$ cat config.mk
export PLATFORM = sky130hd
export DESIGN_NAME = eth_tx_arbiter
export DESIGN_NICKNAME = d
export VERILOG_FILES = /design/src/rtl/eth_tx_arbiter.sv
export SDC_FILE = /design/constraint.sdc
export NUM_CORES = 1
export LEC_CHECK = 0
export ABC_AREA = 1
export CAP_MARGIN = 40
export CORE_ASPECT_RATIO = 0.8
export CORE_UTILIZATION = 33
export CTS_BUF_LIST = sky130_fd_sc_hd__clkbuf_8
export CTS_CLUSTER_DIAMETER = 100
export DETAILED_ROUTE_END_ITERATION = 8
export PLACE_DENSITY = 0.58
export SLEW_MARGIN = 5
export SYNTH_ARGS = -nofsm -noshare
export SYNTH_HDL_FRONTEND = slang
export SYNTH_SLANG_ARGS = --single-unit
$ cat constraint.sdc
create_clock -name clk -period 2.3 [get_ports clk]
set_clock_uncertainty 0.05 [all_clocks]
set_input_delay 0.46 -clock clk [delete_from_list [all_inputs] [get_ports clk]]
set_output_delay 0.46 -clock clk [all_outputs]
set_load 0.02 [all_outputs]
$ cat src/rtl/eth_tx_arbiter.sv
// Purpose: round-robin arbiter merging two requester byte streams into one TX stream, enforcing an inter-frame gap.
// Latency: grant is registered one cycle after a request is seen in IDLE; the byte path is combinational while granted.
// Backpressure: tx_ready passes straight to the granted requester; ungranted requesters always see ready=0.
module eth_tx_arbiter #(
    parameter int IFG_CYCLES      = 48,
    parameter int MAX_FRAME_BYTES = 1518
) (
    input  logic       clk,
    input  logic       reset,
    input  logic [7:0] req0_data,
    input  logic       req0_valid,
    input  logic       req0_last,
    output logic       req0_ready,
    input  logic [7:0] req1_data,
    input  logic       req1_valid,
    input  logic       req1_last,
    output logic       req1_ready,
    output logic [7:0] tx_data,
    output logic       tx_valid,
    output logic       tx_last,
    input  logic       tx_ready,
    output logic [1:0] grant,
    output logic       busy,
    output logic       overflow_err
);

    // Gap counter only has to hold IFG_CYCLES-1.
    localparam int               GAP_W     = (IFG_CYCLES > 1) ? $clog2(IFG_CYCLES) : 1;
    localparam logic [GAP_W-1:0] GAP_LOAD  = GAP_W'(IFG_CYCLES - 1);
    localparam logic [10:0]      MAX_BYTES = 11'(MAX_FRAME_BYTES);

    typedef enum logic [1:0] {
        ST_IDLE  = 2'd0,
        ST_XFER  = 2'd1,
        ST_DRAIN = 2'd2,
        ST_GAP   = 2'd3
    } state_t;

    state_t           state_q;
    logic [1:0]       grant_q;
    logic             last_srv_q;   // 1 when req1 was the most recently granted requester
    logic [10:0]      byte_cnt_q;
    logic [GAP_W-1:0] gap_cnt_q;
    logic             ovf_q;
    logic             busy_q;

    logic             sel_valid;
    logic [7:0]       sel_data;
    logic             sel_last;
    logic [10:0]      byte_cnt_d;
    logic             hit_max;
    logic             in_xfer;
    logic             in_drain;
    logic             sel_ready;
    logic             tx_hs;
    logic             pick1_d;

    // Mux the granted requester onto the internal selected stream.
    always_comb begin
        sel_valid = 1'b0;
        sel_data  = 8'h00;
        sel_last  = 1'b0;
        if (grant_q[1]) begin
            sel_valid = req1_valid;
            sel_data  = req1_data;
            sel_last  = req1_last;
        end else if (grant_q[0]) begin
            sel_valid = req0_valid;
            sel_data  = req0_data;
            sel_last  = req0_last;
        end
    end

    // Choose the next owner: a lone requester wins, on contention the one not served last wins.
    always_comb begin
        pick1_d = 1'b0;
        if (req0_valid && req1_valid) begin
            pick1_d = ~last_srv_q;
        end else begin
            pick1_d = req1_valid;
        end
    end

    // Byte count after the current handshake; reaching the limit without last truncates the frame.
    assign byte_cnt_d = byte_cnt_q + 11'd1;
    assign hit_max    = (byte_cnt_d == MAX_BYTES);

    // Reset gates the combinational outputs so no byte is accepted in the reset cycle.
    assign in_xfer    = (state_q == ST_XFER) && !reset;
    assign in_drain   = (state_q == ST_DRAIN) && !reset;

    assign tx_valid   = in_xfer && sel_valid;
    assign tx_data    = in_xfer ? sel_data : 8'h00;
    assign tx_last    = tx_valid && (sel_last || hit_max);
    assign tx_hs      = tx_valid && tx_ready;

    // While draining a truncated frame the owner is always ready so its tail is discarded.
    assign sel_ready  = (in_xfer && tx_ready) || in_drain;
    assign req0_ready = sel_ready && grant_q[0];
    assign req1_ready = sel_ready && grant_q[1];

    assign grant        = grant_q;
    assign busy         = busy_q;
    assign overflow_err = ovf_q;

    // Arbitration FSM with registered grant, busy, overflow pulse and counters.
    always_ff @(posedge clk) begin
        if (reset) begin
            state_q    <= ST_IDLE;
            grant_q    <= 2'b00;
            last_srv_q <= 1'b1;
            byte_cnt_q <= '0;
            gap_cnt_q  <= '0;
            ovf_q      <= 1'b0;
            busy_q     <= 1'b0;
        end else begin
            ovf_q <= 1'b0;
            case (state_q)
                ST_IDLE: begin
                    if (req0_valid || req1_valid) begin
                        state_q    <= ST_XFER;
                        grant_q    <= pick1_d ? 2'b10 : 2'b01;
                        last_srv_q <= pick1_d;
                        byte_cnt_q <= '0;
                        busy_q     <= 1'b1;
                    end
                end
                ST_XFER: begin
                    if (tx_hs) begin
                        byte_cnt_q <= byte_cnt_d;
                        if (sel_last) begin
                            state_q   <= ST_GAP;
                            grant_q   <= 2'b00;
                            gap_cnt_q <= GAP_LOAD;
                        end else if (hit_max) begin
                            state_q <= ST_DRAIN;
                            ovf_q   <= 1'b1;
                        end
                    end
                end
                ST_DRAIN: begin
                    if (sel_valid && sel_last) begin
                        state_q   <= ST_GAP;
                        grant_q   <= 2'b00;
                        gap_cnt_q <= GAP_LOAD;
                    end
                end
                ST_GAP: begin
                    if (gap_cnt_q == '0) begin
                        state_q <= ST_IDLE;
                        busy_q  <= 1'b0;
                    end else begin
                        gap_cnt_q <= gap_cnt_q - 1'b1;
                    end
                end
                default: begin
                    state_q <= ST_IDLE;
                    grant_q <= 2'b00;
                    busy_q  <= 1'b0;
                end
            endcase
        end
    end

endmodule

# Word-level counts from Yosys, hierarchy flattened

Index checks and enable logic that the tools add are counted.

Flip-flop bits (word level): 24
Output and inout bits: 16
Word-level logic and storage cells: 83
Bits of input ports: 23

Bitwise logic cells: 3
$add $sub $neg: 2
Equal/unequal tests: 11
Multiplexer cells: 33
Reductions and logical operators: 27

Operator list:

| cell                                             | count |
|---|---|
| 2-to-1 mux 6 bit                                 | 4 |
| 2-to-1 mux 8 bit                                 | 3 |
| 2-to-1 mux 11 bit                                | 2 |
| 2-to-1 mux 2 bit                                 | 11 |
| one-hot mux 11 bit (2 select lines)              | 1 |
| one-hot mux 6 bit (3 select lines)               | 1 |
| AND reduction 5 bit                              | 3 |
| adder 11 x 1 -> 11 bit, second input constant    | 1 |
| equality test 11 bit, second input constant      | 1 |
| logical AND 1 bit                                | 10 |
| != test 2 bit, second input constant             | 5 |
| 2-to-1 mux 1 bit                                 | 8 |
| one-hot mux 2 bit (4 select lines)               | 1 |
| logical NOT 6 bit                                | 1 |
| one-hot mux 2 bit (3 select lines)               | 1 |
| AND reduction 3 bit                              | 2 |
| nonzero test 3 bit                               | 2 |
| subtractor 6 x 1 -> 6 bit, second input constant | 1 |
| equality test 2 bit, second input constant       | 2 |
| nonzero test 2 bit                               | 2 |
| OR reduction 4 bit                               | 1 |
| logical OR 1 bit                                 | 3 |
| != test 3 bit, second input constant             | 1 |
| inverter 1 bit                                   | 3 |
| other kinds (6)                                  | 6 |

# Longest topological paths before layout

Depth after elaboration: 6
Depth in mapped cells: 13
Depth with buffers taken out: 13

# Worst setup path before layout

No wires, ideal clock.

Kind: register to output
Start point: reg byte_cnt_q[0]
End point: out tx_last
Path buffers: 0
Data required time: 1,790 ps
Stages on the path, launching flop included: 11
Data arrival time: 1,587 ps
Setup slack: 203 ps
Path through: dfxtp_1 -> ha_1 -> nand2_1 -> inv_1 -> nor2_1 -> nand2_1 -> nor2_1 -> nand2_1 -> nor2_1 -> nand2_1 -> a31oi_1

Cells in the longest elaborated chain, start to end: 4

Ends and longest elaborated chain:

| what                     | line | RTL |
|---|---|---|
| start: declaration       | 42   | `logic [10:0] byte_cnt_q;` |
| start signal: assignment | 130  | `byte_cnt_q <= byte_cnt_d;` |
| adder 11 x 1 -> 11 bit   | 85   | `assign byte_cnt_d = byte_cnt_q + 11'd1;` |
| equality test 11 bit     | 86   | `assign hit_max = (byte_cnt_d == MAX_BYTES);` |
| logical OR 1 bit         | 94   | `assign tx_last = tx_valid && (sel_last \|\| hit_max);` |
| logical AND 1 bit        | 94   |  |
| end: declaration         | 20   | `output logic tx_last,` |

No other way between the ends.

# Worst setup path after layout

Same ends and word-level chain as after synthesis.

==> results by stage <==
Routing:
- The detailed-router iteration count before antenna repair is 4.
- For this run, design rule violations remaining after detail routing come to 0.
- For this block, the via count after detailed routing is about 1900.
- The total routed wirelength is 4.69 mm.
- After detailed routing, the number of vias per cell comes to around 4.6.
- In this run, the number of DRC markers left after iteration 0 of detailed routing was 75.
- The post-route antenna net violation count is 0.
- In the final routed layout, each cell accounts on average for 11.6 um.

Cells and area:
- Of the cells placed in the final design, the portion with a size suffix greater than 1 is 23.0%.
- The growth of design area from synthesis to finish is 49.1%.
- The final core utilization is 53.1%.
- The number of diodes is 0.
- The final layout contains 375 nets.
- After routing the design area is 0.00253 mm2.

Place:
- Once placement finished, the instance area stood at about 0.0024 mm2.
- The pre-CTS worst setup slack is -298 ps.
- The placed wire-length estimate after detailed placement is 3.58 mm.
- Input and output buffers added on the ports amount to 38.
- The congestion estimate from routability-driven global placement came to 0.797.

Floorplan:
- The floorplan core area is 0.00476 mm2.
- The floorplan has 22 rows.
- 39 I/O pins were placed.
- The die area is around 0.0054 mm2.
- The die span in y is 66.1 um.
- The initial core utilization is 35.6%.
- The width of the die is 82.1 um.

Critical path:
- The buffers plus inverters on the worst setup path is 2.
- Traced cell by cell, the critical path runs through buf_6 > nand3_4 > nor2_4 > nand3b_1 > nand2_2 > nand2_1 > nor2_1 > nand2_1 > a31oi_1 > buf_4.
- The largest incremental delay on the critical path is 370 ps.
- The worst register-to-register path begins at state_q[0].
- The number of cells traversed by the worst register-to-register path is 8.
- The cell family contributing the most delay on the critical path is simple AND/OR/NAND/NOR gates.
- The type of destination of the critical path is an output port.
- The most numerous cell type found on the critical path is sky130_fd_sc_hd__nand2_1.
- The required time at the endpoint of the critical path is 1790 ps.
- The largest individual stage delay along the critical path comes from the cell sky130_fd_sc_hd__dfxtp_2.
- Data arrives at the worst endpoint at between 1500 and 2000 ps.
- The sort of element at the start of the critical path is a flip-flop.
- In this run the worst path has a maximum fanout of 5.
- The endpoint of the most critical register-to-register path is gap_cnt_q[0].
- The reg-to-reg setup timing slack is between 400 and 500 ps.
- By startpoint and endpoint, the worst setup path is classified as reg -> out.

Logic synthesis:
- The sequential area share after synthesis is between 20 and 30%.
- The synthesized design devotes to its leading area cell type 28.3% of total area.
- The number of nets handed over by synthesis was 299.
- The synthesized cell area is 0.00170 mm2.
- The count of distinct cell types in the synthesized netlist is 34.
- Yosys mapped a number of flops with a built-in enable equal to 0.
- For this run, the leading register cell type out of synthesis is sky130_fd_sc_hd__dfxtp_1.
- Ranked by instance count, the synthesized netlist is headed by 90 x sky130_fd_sc_hd__nand2_1, 31 x sky130_fd_sc_hd__a21oi_1, 28 x sky130_fd_sc_hd__inv_1.
- By area the synthesized netlist is led by sky130_fd_sc_hd__dfxtp_1 28%, sky130_fd_sc_hd__nand2_1 20%, sky130_fd_sc_hd__a21oi_1 9.2%, sky130_fd_sc_hd__inv_1 6.2%, sky130_fd_sc_hd__ha_1 5.9%.
- Counting flops with an async set or reset pin after synthesis yields a share of 0%.
- Yosys printed 0 warnings.
- The leading cell type by number of instances after synthesis is sky130_fd_sc_hd__nand2_1.
- The synthesis-stage register bit count is 24.
- The synthesized instance count is 268.
- The synthesized area divided by synthesized cell count is 6.33 um2.
- The cell type with the highest aggregate area in the netlist is sky130_fd_sc_hd__dfxtp_1.

GRT:
- The global-route usage over all layers is a little under a fifth.
- The wire length of the first global-routing pass is 7.79 mm.
- The initial antenna violation count came to 0.
- The sum of overflow across all layers after global routing is 0.
- The largest net degree at the start of global routing is 18.
- The via count of the first global-routing pass is 1750.

STA:
- The number of max-slew violations in the final report is 0.
- Setup repair after global routing could not meet its margin everywhere.
- The maximum achievable frequency is 432 MHz.
- The time the final worst path needs with I/O delays and setup is 2320 ps.
- The final-report hold violation count came to 0.
- The final period utilization is 101%.
- The number of failing setup endpoints in the final timing report is 1.
- The final worst setup slack is -16.8 ps.
- The max-slew headroom at the worst pin is 73.4%.
- The transition time at the pin with the least slew margin is 399 ps.
- The worst slack on hold paths is 430 ps.

Clock tree:
- The clock network latency to the later pin of the worst-skew pair is 260 ps.
- The cell sitting at the root of the clock tree is a sky130_fd_sc_hd__clkbuf_8.
- The number of levels the H-tree was split into is 1.
- The CTS sink count is 24.
- The number of clock buffers added by TritonCTS is 3.
- TritonCTS built the clock tree.
- The CTS clock-pin slew for the worst setup and hold paths is 90 ps.
- The maximum root-to-sink buffer count is 2.

Pwr:
- The leakage dissipation is about 0.0012 uW.
- VDD sags by at most 0.579 mV.
- The power density normalized to cell area is 820 mW/mm2.

Min path:
- The hold-critical path depth is 2.
- The startpoint identified for the worst hold timing path is gap_cnt_q[0].
- The worst hold path belongs to the class reg -> reg.
- The worst hold path terminates at gap_cnt_q[0].

Job:
- Max-cap violations in this run came to 0.

Status:
- The checks that failed: negative setup slack.
- The flow ran to the end, but the final reports show violations.
[metal layers]
layer | share of wire (%) | wire length [um] | global-route usage [%]
met5 | 0 | 0 | 0
met4 | 0.62 | 29 | 1.97
met3 | 3.5 | 162 | 3.31
met2 | 44 | 2060 | 31.3
met1 | 52 | 2440 | 25.3
[cells by family after synthesis]
group,share of synthesized area [%]
fa+ha+maj,5.90
flops,28.3
buf+inv,9.15
compound gates,14.1
simple gates,41.0
xor+xnor,1.55
[worst register-to-register path, stage by stage, from the launching register on]
cell and delay (ps):
sky130_fd_sc_hd__dfxtp_1 340, sky130_fd_sc_hd__buf_4 130, sky130_fd_sc_hd__ha_1 330, sky130_fd_sc_hd__inv_1 190
sky130_fd_sc_hd__a21oi_1 390, sky130_fd_sc_hd__nor2_8 100, sky130_fd_sc_hd__inv_2 110, sky130_fd_sc_hd__nand2_1 70
sky130_fd_sc_hd__a21oi_1 110
[registers in the layout, summed over array words and instances, names as in the netlist]
register and flops:
overflow_err 1, byte_cnt_q 11, last_srv_q 1, state_q 2, busy 1, grant 2
gap_cnt_q 6
[worst max path at each step]
| stage | start | cells after the start | end |
|---|---|---|---|
| floorplan | byte_cnt_q[0] | 10 | tx_last |
| global placement | req1_valid | 6 | tx_last |
| detailed placement | req1_valid | 6 | tx_last |
| CTS | byte_cnt_q[0] | 10 | tx_last |
| global route | byte_cnt_q[0] | 10 | tx_last |
| finish | byte_cnt_q[0] | 10 | tx_last |
[stage by stage]
stage          cells  total power [uW]  setup TNS (ps)
3_3_place_gp     395              1790           -2160
2_1_floorplan    268              1440               0
3_5_place_dp     395              1810           -2370
4_1_cts          399              2090           -8.36
6_report         403              2070           -16.8
5_1_grt          403              2270            -192
[area by class of cell]
cell class | instances | area [um2]
Tap cell | 60 | 75.1
Multi-Input combinational cell | 206 | 1110
Clock buffer | 4 | 55.1
Sequential cell | 24 | 487
Inverter | 35 | 139
Timing Repair Buffer | 74 | 657
Fill cell | 485 | 2230
[layout by cell type, fill, tap and decap left out, types with 7 or more instances in the layout]
cell,n
sky130_fd_sc_hd__inv_1,27
sky130_fd_sc_hd__nor2_1,23
sky130_fd_sc_hd__dfxtp_1,19
sky130_fd_sc_hd__nand2_1,88
sky130_fd_sc_hd__nand2_2,7
sky130_fd_sc_hd__ha_1,7
sky130_fd_sc_hd__a21oi_1,31
sky130_fd_sc_hd__nand3_1,12
sky130_fd_sc_hd__dlygate4sd2_1,11
sky130_fd_sc_hd__clkdlybuf4s50_1,25
sky130_fd_sc_hd__buf_4,34
[where the power goes]
part	total, uW	internal, uW	switching, uW
combinational	1220	501	723
clock	285	153	133
sequential	563	499	63.7
[repair_timing]
item,CTS,global route
setup buffers,0,4
gates resized for setup,19,18
setup endpoints to repair,12,3
gates cloned,0,0
pin swaps,0,8
hold buffers,0,0
(Power assumes the default switching activity.)
==> edit: new RTL, same flow settings <==
The parameter `IFG_CYCLES` goes from 48 to 96.
--- a/src/rtl/eth_tx_arbiter.sv
+++ b/src/rtl/eth_tx_arbiter.sv
@@ -3,5 +3,5 @@
 // Backpressure: tx_ready passes straight to the granted requester; ungranted requesters always see ready=0.
 module eth_tx_arbiter #(
-    parameter int IFG_CYCLES      = 48,
+    parameter int IFG_CYCLES      = 96,
     parameter int MAX_FRAME_BYTES = 1518
 ) (
Check against the original RTL: no difference found for any inputs over 10 cycles, from zero or initial values and one cycle with reset high; that may be too few to reach the edited logic, so the function may still have changed.
==> edit against the unedited design <==
  * Synthesized cell count increased by 3.4%
  * Power is 3.4% higher
  * Fmax is 1.8% higher
  * Cell count up 2.2%
  * Largest cell class unchanged
  * Via count up 0.11%
  * Register-to-register slack better by 0.02 ns
  * Routed wire length shrank 3.5%
  * Count of clock-buffer cells in the layout down 1
  * Final area rose by 2.0%
  * Highest routed layer unchanged
  * Worst setup slack improved by 0.042 ns
  * Area after synthesis increased by 4.0%
  * Sequential cell count is 1 higher
==> edit: results (changes against the unedited design) <==
- Clk. pwr: 265 uW (-7.0%)
- Sw Pwr: 991 uW (+7.7%)
- Fill count: 518 (+6.8%)
- Met3 Resource Use GR: 0.0330 (-0.0000961)
- DRT Wirelength: 4.53 mm (-3.5%)
- Slew of the pin with the lowest slew margin: 0.336 ns (-0.0630 ns)
- Worst VDD drop: 0.553 mV (-4.5%)
- Top flop regs: byte_cnt_q x11, gap_cnt_q x7
- Global-route wire length before repair: 7.67 mm (-1.5%)
- CP Max Fanout: 4 (-1)
- Synth top area cells: dfxtp_1, nand2_1, a21oi_1
- Leak: 0.00117 uW (+0.52%)
- Met1 Track Usage GR: 0.238 (-0.0153)
- Layout Nets: 382 (+1.9%)
- Vias: 1863 (+0.11%)
- Hold path startpoint: byte_cnt_q[10]$_SDFFE_PP0P_
- Share of cells above drive strength 1: 0.246 (+0.0154)
- Vias in the first global route: 1660 (-5.1%)
- Grt met2 use: 0.274 (-0.0386)
- Starting DRT DRC Count: 72 (-4.0%)
- Worst hold slack: 0.443 ns (+0.0128 ns)
- DP Area: 2470 um2 (+3.4%)
- R2r setup slk: 0.46 ns (+0.02 ns)
- Power share of the clock group: 0.123 (-0.015)
- Seq/Total Area, Yosys: 0.284 (+0.000494)
- WL met3: 85 um (-48%)
- Outcome: finished, final reports clean
- Hpwl dp: 3.61 mm (+0.95%)
- Synth cell count leaders: nand2_1, inv_1, a21oi_1
- Wire per inst: 11.0 um (-5.6%)
- Met2 wire length: 1.99 mm (-3.4%)
- Largest net degree at the start of global routing: 19 (+1)
- Distinct cell type count after synthesis: 30 (-12%)
- CP arrival: 1.76 ns (-0.05 ns)
- GPL Wtd Cong: 0.798 (+0.14%)
- WL met1: 2.43 mm (-0.49%)
- Average size of a mapped cell: 6.36 um2 (+0.61%)
[edit: layout make-up]
class	count	area [um2]	share of cell area
clock buffers	3	41.3	0.0160
clock inverters	1	3.75	0.00146
inverters	38	153	0.0592
multi-input cells	209	1140	0.443
flip-flops and latches	25	504	0.196
well taps	62	77.6	0.0301
repair buffers	74	657	0.255
[edit: kinds of logic (layout without fill, tap and decap cells)]
| kind of cell | Yosys count | count (layout) | share of synthesized area |
|---|---|---|---|
| simple gates | 150 | 150 | 0.388 |
| compound gates | 48 | 48 | 0.154 |
| buf+inv | 43 | 116 | 0.103 |
| flops | 25 | 25 | 0.284 |
| fa+ha+maj | 8 | 8 | 0.0568 |
| xor+xnor | 3 | 3 | 0.0149 |
[edit: repair_timing]
action / in CTS / in global routing
setup buffers: 0 / 1
pin swaps: 0 / 7
endpoints found under the setup margin: 12 / 3
resized for setup: 18 / 19
endpoints found under the hold margin: 0 / 0
hold buffers: 0 / 0
